==> config.mk <==
export PLATFORM = sky130hd
export DESIGN_NAME = bcd_scan_ctrl
export DESIGN_NICKNAME = d
export VERILOG_FILES = /design/src/rtl/bcd_scan_ctrl.sv
export SDC_FILE = /design/constraint.sdc
export NUM_CORES = 1
export LEC_CHECK = 0
export ABC_AREA = 1
export BUFFER_PORTS_ARGS = -buffer_cell sky130_fd_sc_hd__buf_2
export CORE_ASPECT_RATIO = 0.75
export CORE_MARGIN = 1
export CORE_UTILIZATION = 45
export CTS_CLUSTER_SIZE = 28
export DETAILED_ROUTE_END_ITERATION = 8
export PLACE_DENSITY = 0.78
export SYNTH_ARGS = -nofsm -noshare
export SYNTH_HDL_FRONTEND = slang
export SYNTH_SLANG_ARGS = --single-unit
==> constraint.sdc <==
create_clock -name clk -period 1.55 [get_ports clk]
set_input_delay 0.155 -clock clk [delete_from_list [all_inputs] [get_ports clk]]
set_output_delay 0.155 -clock clk [all_outputs]
set_load 0.005 [all_outputs]
==> src/rtl/bcd_scan_ctrl.sv <==
// ---------------------------------------------------------------------------
// bcd_scan_ctrl
//
// Sequencing controller for the 8-bit binary-to-BCD converter. A value is
// taken over a valid/ready handshake into a one-entry pending register. At
// a frame boundary it moves into the display register, which drives the
// converter input. The hundreds/tens/ones digits returned by the converter
// are then time-multiplexed onto a shared 7-segment bus. Leading zeros can
// optionally be blanked.
//
// Parameters:
//   SCAN_DIV      clock cycles each digit stays enabled (>= 1)
//
// Ports:
//   clk           system clock, rising edge
//   rst_n         synchronous active-low reset
//   in_valid      producer has a value on in_binary
//   in_binary     value to display (0..255)
//   in_ready      controller can accept a value this cycle
//   bcd_binary    converter input; always equals the display register
//   bcd_hundreds  hundreds digit from the converter
//   bcd_tens      tens digit from the converter
//   bcd_ones      ones digit from the converter
//   blank_en      1 = blank leading zeros
//   digit_en      one-hot strobe: [2]=hundreds, [1]=tens, [0]=ones
//   seg           segments {g,f,e,d,c,b,a}, active-high
// ---------------------------------------------------------------------------
module bcd_scan_ctrl #(
  parameter int SCAN_DIV = 1000
) (
  input  logic       clk,
  input  logic       rst_n,
  input  logic       in_valid,
  input  logic [7:0] in_binary,
  output logic       in_ready,
  output logic [7:0] bcd_binary,
  input  logic [3:0] bcd_hundreds,
  input  logic [3:0] bcd_tens,
  input  logic [3:0] bcd_ones,
  input  logic       blank_en,
  output logic [2:0] digit_en,
  output logic [6:0] seg
);

  localparam int CNT_W = (SCAN_DIV <= 1) ? 1 : $clog2(SCAN_DIV);
  localparam logic [CNT_W-1:0] CNT_LAST = CNT_W'(SCAN_DIV - 1);

  typedef enum logic [1:0] {
    IDLE   = 2'd0,
    SCAN_H = 2'd1,
    SCAN_T = 2'd2,
    SCAN_O = 2'd3
  } state_e;

  state_e           state_q, state_d;
  logic [7:0]       disp_q, disp_d;
  logic [7:0]       pend_q, pend_d;
  logic             pend_v_q, pend_v_d;
  logic [CNT_W-1:0] cnt_q, cnt_d;

  // NOTE: state registers are updated only with non-blocking assignments, so
  // every always_ff reads pre-edge values regardless of evaluation order.
  always_ff @(posedge clk) begin
    if (!rst_n) begin
      state_q  <= IDLE;
      disp_q   <= '0;
      pend_q   <= '0;
      pend_v_q <= 1'b0;
      cnt_q    <= '0;
    end else begin
      state_q  <= state_d;
      disp_q   <= disp_d;
      pend_q   <= pend_d;
      pend_v_q <= pend_v_d;
      cnt_q    <= cnt_d;
    end
  end

  assign in_ready   = !pend_v_q;
  assign bcd_binary = disp_q;

  // Next-state logic. Accept and transfer cannot coincide: a transfer needs
  // pend_v_q=1, which holds in_ready low.
  // NOTE: every variable gets its hold value first, so no path through the
  // case statement can leave one unassigned and infer a latch.
  always_comb begin
    state_d  = state_q;
    disp_d   = disp_q;
    pend_d   = pend_q;
    pend_v_d = pend_v_q;
    cnt_d    = cnt_q;

    if (in_valid && in_ready) begin
      pend_d   = in_binary;
      pend_v_d = 1'b1;
    end

    unique case (state_q)
      IDLE: begin
        if (pend_v_q) begin
          disp_d   = pend_q;
          pend_v_d = 1'b0;
          cnt_d    = '0;
          state_d  = SCAN_H;
        end
      end
      default: begin
        if (cnt_q == CNT_LAST) begin
          cnt_d = '0;
          unique case (state_q)
            SCAN_H:  state_d = SCAN_T;
            SCAN_T:  state_d = SCAN_O;
            default: begin
              // Frame end: the only point a new value may reach the display.
              state_d = SCAN_H;
              if (pend_v_q) begin
                disp_d   = pend_q;
                pend_v_d = 1'b0;
              end
            end
          endcase
        end else begin
          cnt_d = cnt_q + CNT_W'(1);
        end
      end
    endcase
  end

  function automatic logic [6:0] seg_encode(input logic [3:0] d);
    unique case (d)
      4'd0:    seg_encode = 7'b0111111;
      4'd1:    seg_encode = 7'b0000110;
      4'd2:    seg_encode = 7'b1011011;
      4'd3:    seg_encode = 7'b1001111;
      4'd4:    seg_encode = 7'b1100110;
      4'd5:    seg_encode = 7'b1101101;
      4'd6:    seg_encode = 7'b1111101;
      4'd7:    seg_encode = 7'b0000111;
      4'd8:    seg_encode = 7'b1111111;
      4'd9:    seg_encode = 7'b1101111;
      default: seg_encode = 7'b1000000; // dash: converter returned a non-BCD digit
    endcase
  endfunction

  // Output decode: purely combinational so a blank_en change shows at once.
  always_comb begin
    digit_en = 3'b000;
    seg      = 7'b0000000;
    unique case (state_q)
      SCAN_H: begin
        digit_en = 3'b100;
        if (!(blank_en && bcd_hundreds == 4'd0)) seg = seg_encode(bcd_hundreds);
      end
      SCAN_T: begin
        digit_en = 3'b010;
        if (!(blank_en && bcd_hundreds == 4'd0 && bcd_tens == 4'd0))
          seg = seg_encode(bcd_tens);
      end
      SCAN_O: begin
        digit_en = 3'b001;
        seg      = seg_encode(bcd_ones);
      end
      default: ;
    endcase
  end

endmodule
==> results of run 1 <==
-- repair_timing --
action	in CTS	in global routing
hold buffers	0	0
pin swaps	10	11
setup endpoints to repair	9	22
setup buffers	2	0
hold endpoints to repair	0	0
cloned	0	1
resized for setup	17	17
-- cells in the mapped netlist (2+ instances only) --
cell type	number
a21oi_1	29
buf_1	2
buf_2	2
buf_6	2
dfxtp_1	29
ha_1	23
inv_1	49
inv_2	4
nand2_1	78
nand2_2	2
nand3_1	27
nand3_2	3
nor2_1	46
nor2_2	2
nor3_1	2
o211ai_1	3
o21ai_0	15
-- cell type report --
type,count,area (um2),share of cell area [%]
multi-input cells,241,1390,51.9
flip-flops and latches,29,588,22.0
repair buffers,56,319,11.9
inverters,53,204,7.64
clock buffers,7,96.3,3.61
well taps,57,71.3,2.67
clock inverters,1,5.00,0.187
-- registers in the layout, summed over array words and instances, names as in the netlist --
| signal | cells |
|---|---|
| pend_q | 8 |
| bcd_binary | 8 |
| cnt_q | 10 |
| state_q | 2 |
| pend_v_q | 1 |
-- power groups by stage --
stage / clock [mW] / combinational [mW] / sequential, mW
after global routing: 0.723 / 1.75 / 0.983
after global placement: 0 / 1.32 / 0.944
final: 0.680 / 1.55 / 0.970
after floorplan: 0 / 0.930 / 0.960
after CTS: 0.696 / 1.46 / 0.952
after detailed placement: 0 / 1.35 / 0.950
-- worst max-delay path, stage by stage, from the launching register on --
cell and delay [ps]:
dfxtp_4 380, buf_4 130, ha_4 160, nand3_4 100, nor2_1 140, nor2_1 60
nor2_1 80, buf_2 110
-- cells by family (layout without fill, tap and decap cells) --
group | after synthesis | in the layout | synth area share [%]
compound gates | 52 | 52 | 13.2
xor+xnor | 1 | 1 | 0.417
flops | 29 | 29 | 27.7
buf+inv | 59 | 117 | 11.4
fa+ha+maj | 23 | 23 | 13.7
simple gates | 164 | 165 | 33.6
-- path summary, 6_finish.rpt --
| kind | endpoint | slack [ps] | depth (start not counted) |
|---|---|---|---|
| max | seg[0] | -70 | 7 |
| min reg2reg | pend_q[6]$_SDFFE_PN0P_ | 450 | 2 |
| min | pend_q[0]$_SDFFE_PN0P_ | 160 | 3 |
| max reg2reg | bcd_binary[7]$_SDFFE_PN0P_ | 110 | 7 |
-- metal layers --
| layer | wire, um | vias up | GRT usage, % |
|---|---|---|---|
| met5 | 0 | - | 0 |
| li1 | - | 1149 | - |
| met4 | 54 | 0 | 8.93 |
| met1 | 2480 | 942 | 25.6 |
| met3 | 227 | 6 | 5.04 |
| met2 | 2210 | 53 | 33.4 |
-- cell usage in the layout, fill, tap and decap left out, types with 13 or more instances in the layout --
master,count
a21oi_1,29
buf_2,42
buf_4,13
dfxtp_1,27
ha_1,19
inv_1,44
nand2_1,75
nand3_1,26
nor2_1,41
o21ai_0,15
==> results.toml, run 1 <==
[status]
outcome = "complete, but fails checks"
failed_checks = "setup timing"

[clock_tree]
cts.path.max_buffers = 2
path_clk_slew_ps = 60
cts_tree = "yes"
clockRootBuffer = "clkbuf_8"
clock_latency_ps = 280
htreeDepth = 2
cts_made_buffers = 5
cts.sinks = 29

[sta]
tns_ps = -238
tightest_slew_ps = 453
worst_clock_skew_ps = 5.49
slew_headroom_pct = 69.7
rsz0062_at_grt = "true"
slew_viol_final = 0
min_period_ps = 1620
post-route-period-util_pct = 105
hold_viol = 0
fmax_ghz = 0.617
whs_ps = 156
setup_slack_ps = -70.9
setup-violations-final = 6

[floorplanning]
dieHeight_um = 61.1
io_pins = 43
start_util_pct = 47.0
core_um2 = 4470
die_x_um = 80.9
fp-row-count = 21
dieArea_um2 = 4940

[setup_path]
required_ps = 1390
crit_start = "state_q[1]$_SDFFE_PN0P_"
end_kind = "primary output"
critical_path_class = "reg -> out"
worstPathArrival_ps = 1470
start_kind = "register"
critPathMaxFanout = 6
r2r_start = "state_q[1]$_SDFFE_PN0P_"

[placement]
place.gp.congestion = 0.862
port_buffers = 42
placed_area_um2 = 2430
place_inst = 433
dpl.hpwl_mm = 3.56
post-place-ws_ps = 15.7

[grt]
antenna_found_initial = 0
grt_usage_pct = 20.3
grt_pass1_wl_mm = 7.59
grt_overflow = 0
grt_start_max_net_pins = 23
first_global_vias = 1847

[hold_path]
min_from = "in_binary[0]"
min-delay-path-class = "in -> reg"

[route]
wl_per_cell_um = 11.2
first_pass_iters = 4
ant_nets = 0
drc = 0
drtIter0Drc = 118
vias = 2150
routed_wl_mm = 4.98
via_per_inst = 4.84

[layout]
final_area_um2 = 2670
drive_above_1_share_pct = 26.1
area_growth_pct = 27.3
n_fill_cell = 409
nets = 433
instances_no_fill = 444
n_antenna_cell = 0
final_util_pct = 59.8

[logic_synthesis]
netlist-cell-type-count = 27
yosys-top-cells-area = "dfxtp_1 28%, nand2_1 14%, ha_1 14%"
avgSynthCellArea_um2 = 6.40
yosys_warnings = 0
ys.flop_type = "dfxtp_1"
synth_top_area_cell = "dfxtp_1"
synth_nets = 375
synth_top_area_share_pct = 27.7
synth_edf_count = 0
syn-cell-area_um2 = 2100
synthArstFlopShare_pct = 0
synth_seq_cells = 29
yosysSeqAreaShare_pct = 27.7
synthCells = 328

[run]
max-cap-violations = 0

[power]
netSwitchingPower_mw = 1.29
peakVddDrop_mv = 0.665
power.leakage_nw = 1.33
total_power_mw = 3.20
clockPowerShare_pct = 21.2
power.share.switching_pct = 40.4
seqPwrFrac_pct = 30.3
p_int_mw = 1.91
power.density_nw_per_um2 = 1200
p_comb_share_pct = 48.5
(Power assumes the default switching activity.)
==> run 2: changes to the inputs <==
Settings changed: CORE_UTILIZATION 45 to 41, PLACE_DENSITY 0.78 to 0.73.
==> run 2 against run 1 <==
Against the previous run: the flow finishes with violations (DRC, setup timing); clock-buffer cell count decreased by 1; non-clock buffer count up 1; final cell count up 0.68%; flip-flop and latch count did not move; maximum frequency fell by 0.39%; wire length down 6.4%; critical path depth increased by 2.
==> results.toml, run 2 (synthesis results as in run 1) <==
[status]
outcome = "complete, but fails checks"
failed_checks = "DRC, setup timing"

[sta]
setup-violations-final = 5
post-route-period-util_pct = 105
fmax_ghz = 0.615
hold_viol = 0
setup_slack_ps = -77.3
min_period_ps = 1630
slew_viol_final = 0
tns_ps = -233
tightest_slew_ps = 470
slew_headroom_pct = 68.6
rsz0062_at_grt = "true"
worst_clock_skew_ps = 4.51

[clock_tree]
cts.sinks = 29
cts_tree = "yes"
cts.path.max_buffers = 2
clockRootBuffer = "clkbuf_8"
hold_buffers = 0
clock_latency_ps = 280
htreeDepth = 2
cts_made_buffers = 5
path_clk_slew_ps = 60

[power]
total_power_mw = 3.16
power.density_nw_per_um2 = 1190
power.leakage_nw = 1.32
peakVddDrop_mv = 0.737

[route]
ant_nets = 0
drtIter0Drc = 107
vias = 2115
wl_per_cell_um = 10.4
drc = 3
via_per_inst = 4.73
routed_wl_mm = 4.66
first_pass_iters = 6

[setup_path]
critPathMaxFanout = 5
start_kind = "register"
worstPathArrival_ps = 1470
end_kind = "primary output"
required_ps = 1390
critical_path_class = "reg -> out"

[placement]
place.gp.congestion = 0.861
dpl.hpwl_mm = 3.53
post-place-ws_ps = 55.1
placed_area_um2 = 2440
port_buffers = 42
place_inst = 434

[floorplanning]
core_um2 = 4900
dieArea_um2 = 5410
start_util_pct = 42.8
io_pins = 43
fp-row-count = 22
die_x_um = 84.6
dieHeight_um = 64.0

[grt]
grt_overflow = 0
grt_usage_pct = 17.9
gr-usage-met2_pct = 29.1
antenna_found_initial = 0
use_met1_pct = 24.3
first_global_vias = 1905
grt_pass1_wl_mm = 7.92
grt_start_max_net_pins = 18
top_usage_layer = "met2"
met3_usage_pct = 2.71

[layout]
largest_register_ffs = 10
drive_above_1_share_pct = 24.8
n_antenna_cell = 0
final_common_cell = "nand2_1"
final_cell_mix = "77 x nand2_1, 45 x inv_1, 44 x nor2_1, 42 x buf_2, 29 x a21oi_1"
largest-register = "cnt_q"
area_growth_pct = 26.2
nets = 433
multi_input_area_um2 = 1350
seqCellArea_um2 = 589
instances_no_fill = 447
final_area_um2 = 2650
n_fill_cell = 493

[run]
max-cap-violations = 0

[hold_path]
min-delay-path-class = "in -> reg"
[run 2: cell type report]
cell class / count / share of cell area [%]
inverters: 53 / 7.61
repair buffers: 57 / 13.1
clock inverters: 2 / 0.378
well taps: 60 / 2.83
clock buffers: 6 / 2.74
multi-input cells: 240 / 51.1
flip-flops and latches: 29 / 22.2
[run 2: repair_timing]
item	CTS	global route
pin swaps	5	6
setup buffers	2	3
gates resized for setup	17	8
cloned	0	0
setup endpoints to repair	7	24
[run 2: metal layers]
layer  share of wire, %  vias up
li1                   -     1148
met2                 43       43
met1                 52      920
met3                4.2        4
met5                  0        -
met4               0.77        0
[run 2: worst paths after layout]
| check | startpoint | to | slack [ps] | cells past startpoint |
|---|---|---|---|---|
| worst max register to register | state_q[1]$_SDFFE_PN0P_ | bcd_binary[7]$_SDFFE_PN0P_ | 90 | 8 |
| worst min-delay path | in_binary[5] | pend_q[5]$_SDFFE_PN0P_ | 150 | 3 |
| worst min register to register | pend_q[3]$_SDFFE_PN0P_ | pend_q[3]$_SDFFE_PN0P_ | 460 | 2 |
| worst max-delay path | state_q[1]$_SDFFE_PN0P_ | seg[3] | -80 | 9 |
[run 2: power by group]
| part | switching (mW) | internal (mW) |
|---|---|---|
| logic | 0.889 | 0.719 |
| registers | 0.0943 | 0.879 |
| clock network | 0.267 | 0.310 |
| total | 1.25 | 1.91 |
[run 2: through the flow]
step / hold slack (ps) / util, %
final: 153 / 54.1
after CTS: 155 / 53.2
after detailed placement: 443 / 49.9
after global placement: 435 / 49.9
after global routing: 168 / 54.1
after floorplan: 323 / -
[run 2: critical path, stage by stage (launching register included)]
cell     delay (ps)
dfxtp_4         370
inv_4            70
ha_4            140
inv_2            40
a21oi_4         160
nand3_1         110
nand2_1          80
nor2_1           40
nor2_1           90
buf_2           120
==> run 3: changes to the inputs <==
==> constraint.sdc (replaced) <==
create_clock -name clk -period 1.55 [get_ports clk]
set_input_delay 0.31 -clock clk [delete_from_list [all_inputs] [get_ports clk]]
set_output_delay 0.31 -clock clk [all_outputs]
set_load 0.005 [all_outputs]
==> run 3 against run 2 <==
Against the previous run: the flow finishes with violations (setup timing); register-to-register slack lost 30 ps; non-clock buffer count is 12 higher; power is 0.50% higher; wire length grew 7.4%; global-route usage up 1.1 points; largest cell class unchanged; highest routed layer unchanged.
==> results.toml, run 3 (synthesis results as in run 1) <==
[floorplanning]
start_util_pct = 42.8
dieHeight_um = 64.0
die_x_um = 84.6
fp-row-count = 22
dieArea_um2 = 5410
core_um2 = 4900
io_pins = 43

[grt]
grt_pass1_wl_mm = 8.36
first_global_vias = 1952
grt_overflow = 0
grt_usage_pct = 19.0
grt_start_max_net_pins = 22
antenna_found_initial = 0

[route]
drc = 0
drtIter0Drc = 130
vias = 2232
routed_wl_mm = 5.00
first_pass_iters = 7
via_per_inst = 4.86
ant_nets = 0
wl_per_cell_um = 10.9

[sta]
hold_viol = 0
setup_slack_ps = -212
fmax_ghz = 0.568
post-route-period-util_pct = 114
tightest_slew_ps = 491
slew_viol_final = 0
whs_ps = 318
rsz0062_at_grt = "true"
min_period_ps = 1760
slew_headroom_pct = 67.2
worst_clock_skew_ps = 6.77
tns_ps = -1270
setup-violations-final = 7

[placement]
place_inst = 451
port_buffers = 42
place.gp.congestion = 0.838
dpl.hpwl_mm = 3.75

[layout]
area_growth_pct = 30.8
nets = 445
n_antenna_cell = 0
instances_no_fill = 459
final_cell_mix = "76 x nand2_1, 42 x inv_1, 42 x nor2_1, 42 x buf_2, 29 x a21oi_1"
largest_register_ffs = 10
largest-register = "cnt_q"
drive_above_1_share_pct = 28.8
final_common_cell = "nand2_1"
n_fill_cell = 464

[setup_path]
critPathMaxFanout = 5
start_kind = "register"
required_ps = 1240
critical_path_class = "reg -> out"
worstPathArrival_ps = 1450
end_kind = "primary output"

[power]
clockPowerShare_pct = 18.1
seqPwrFrac_pct = 30.8
peakVddDrop_mv = 1.09
p_comb_share_pct = 51.1
power.density_nw_per_um2 = 1160
power.share.switching_pct = 40.0
power.leakage_nw = 1.37
p_int_mw = 1.90
netSwitchingPower_mw = 1.27

[clock_tree]
clockRootBuffer = "clkbuf_8"
cts_tree = "yes"
cts.sinks = 29
cts_made_buffers = 5
htreeDepth = 2
hold_buffers = 0
path_clk_slew_ps = 60
clock_latency_ps = 280
cts.path.max_buffers = 2

[status]
failed_checks = "setup timing"
outcome = "complete, but fails checks"

[run]
max-cap-violations = 0

[hold_path]
min-delay-path-class = "in -> reg"
run 3: cell types whose count changed in the layout (fill, tap and decap cells not counted), moves of 2 or more:
cell	before	now
buf_4	13	25
nor2_1	44	42
inv_1	45	42
nor2_2	4	6
inv_2	7	10
run 3: final timing paths:
path	start	to	slack (ps)	cells after the start
setup / recovery	state_q[1]$_SDFFE_PN0P_	seg[6]	-210	9
hold reg to reg	pend_q[0]$_SDFFE_PN0P_	pend_q[0]$_SDFFE_PN0P_	460	2
hold / removal	in_binary[4]	pend_q[4]$_SDFFE_PN0P_	320	3
setup reg to reg	state_q[1]$_SDFFE_PN0P_	bcd_binary[5]$_SDFFE_PN0P_	60	8
run 3: final cells by class:
class | instances | area (um2) | area share, %
inverter | 53 | 201 | 7.34
clock inverter | 2 | 10.0 | 0.365
sequential | 29 | 591 | 21.5
clock buffer | 6 | 72.6 | 2.64
tap | 60 | 75.1 | 2.73
timing repair buffer | 69 | 438 | 16.0
multi-input combinational | 240 | 1360 | 49.5
run 3: critical path, cell delays in order (launching register included):
cell and delay, ps:
dfxtp_4 370, inv_4 60, ha_4 140, inv_2 40, a21oi_4 150, nand2_1 80
nand2_1 70, nor2_1 50, nor2_1 100, buf_2 120
run 3: power by group through the flow:
stage,sequential (mW),combinational (mW),clock (mW)
after floorplan,0.960,0.930,0
after global placement,0.952,1.49,0
after detailed placement,0.957,1.51,0
after CTS,0.974,1.59,0.587
after global routing,0.990,1.82,0.633
final,0.978,1.62,0.574
run 3: metrics by stage:
stage	worst slack, ps	total power, mW	utilization [%]	instance area, um2
2_1_floorplan	36.4	1.89	-	2100
3_3_place_gp	-164	2.44	52.5	2570
3_5_place_dp	-211	2.47	52.5	2570
4_1_cts	-223	3.15	55.7	2730
5_1_grt	-300	3.44	56.0	2750
6_report	-212	3.17	56.0	2750
run 3: metal layers:
layer | global-route usage (%) | share of wire [%] | vias up
li1 | - | - | 1172
met1 | 26.1 | 49 | 980
met2 | 31.9 | 44 | 75
met3 | 2.71 | 5.8 | 5
met4 | 3.81 | 0.84 | 0
met5 | 0 | 0 | -
run 3: what timing repair did:
item,in CTS,in global routing
endpoints found under the setup margin,7,15
endpoints found under the hold margin,0,0
buffers inserted,0,1
resized for setup,26,7
pin swaps,18,11
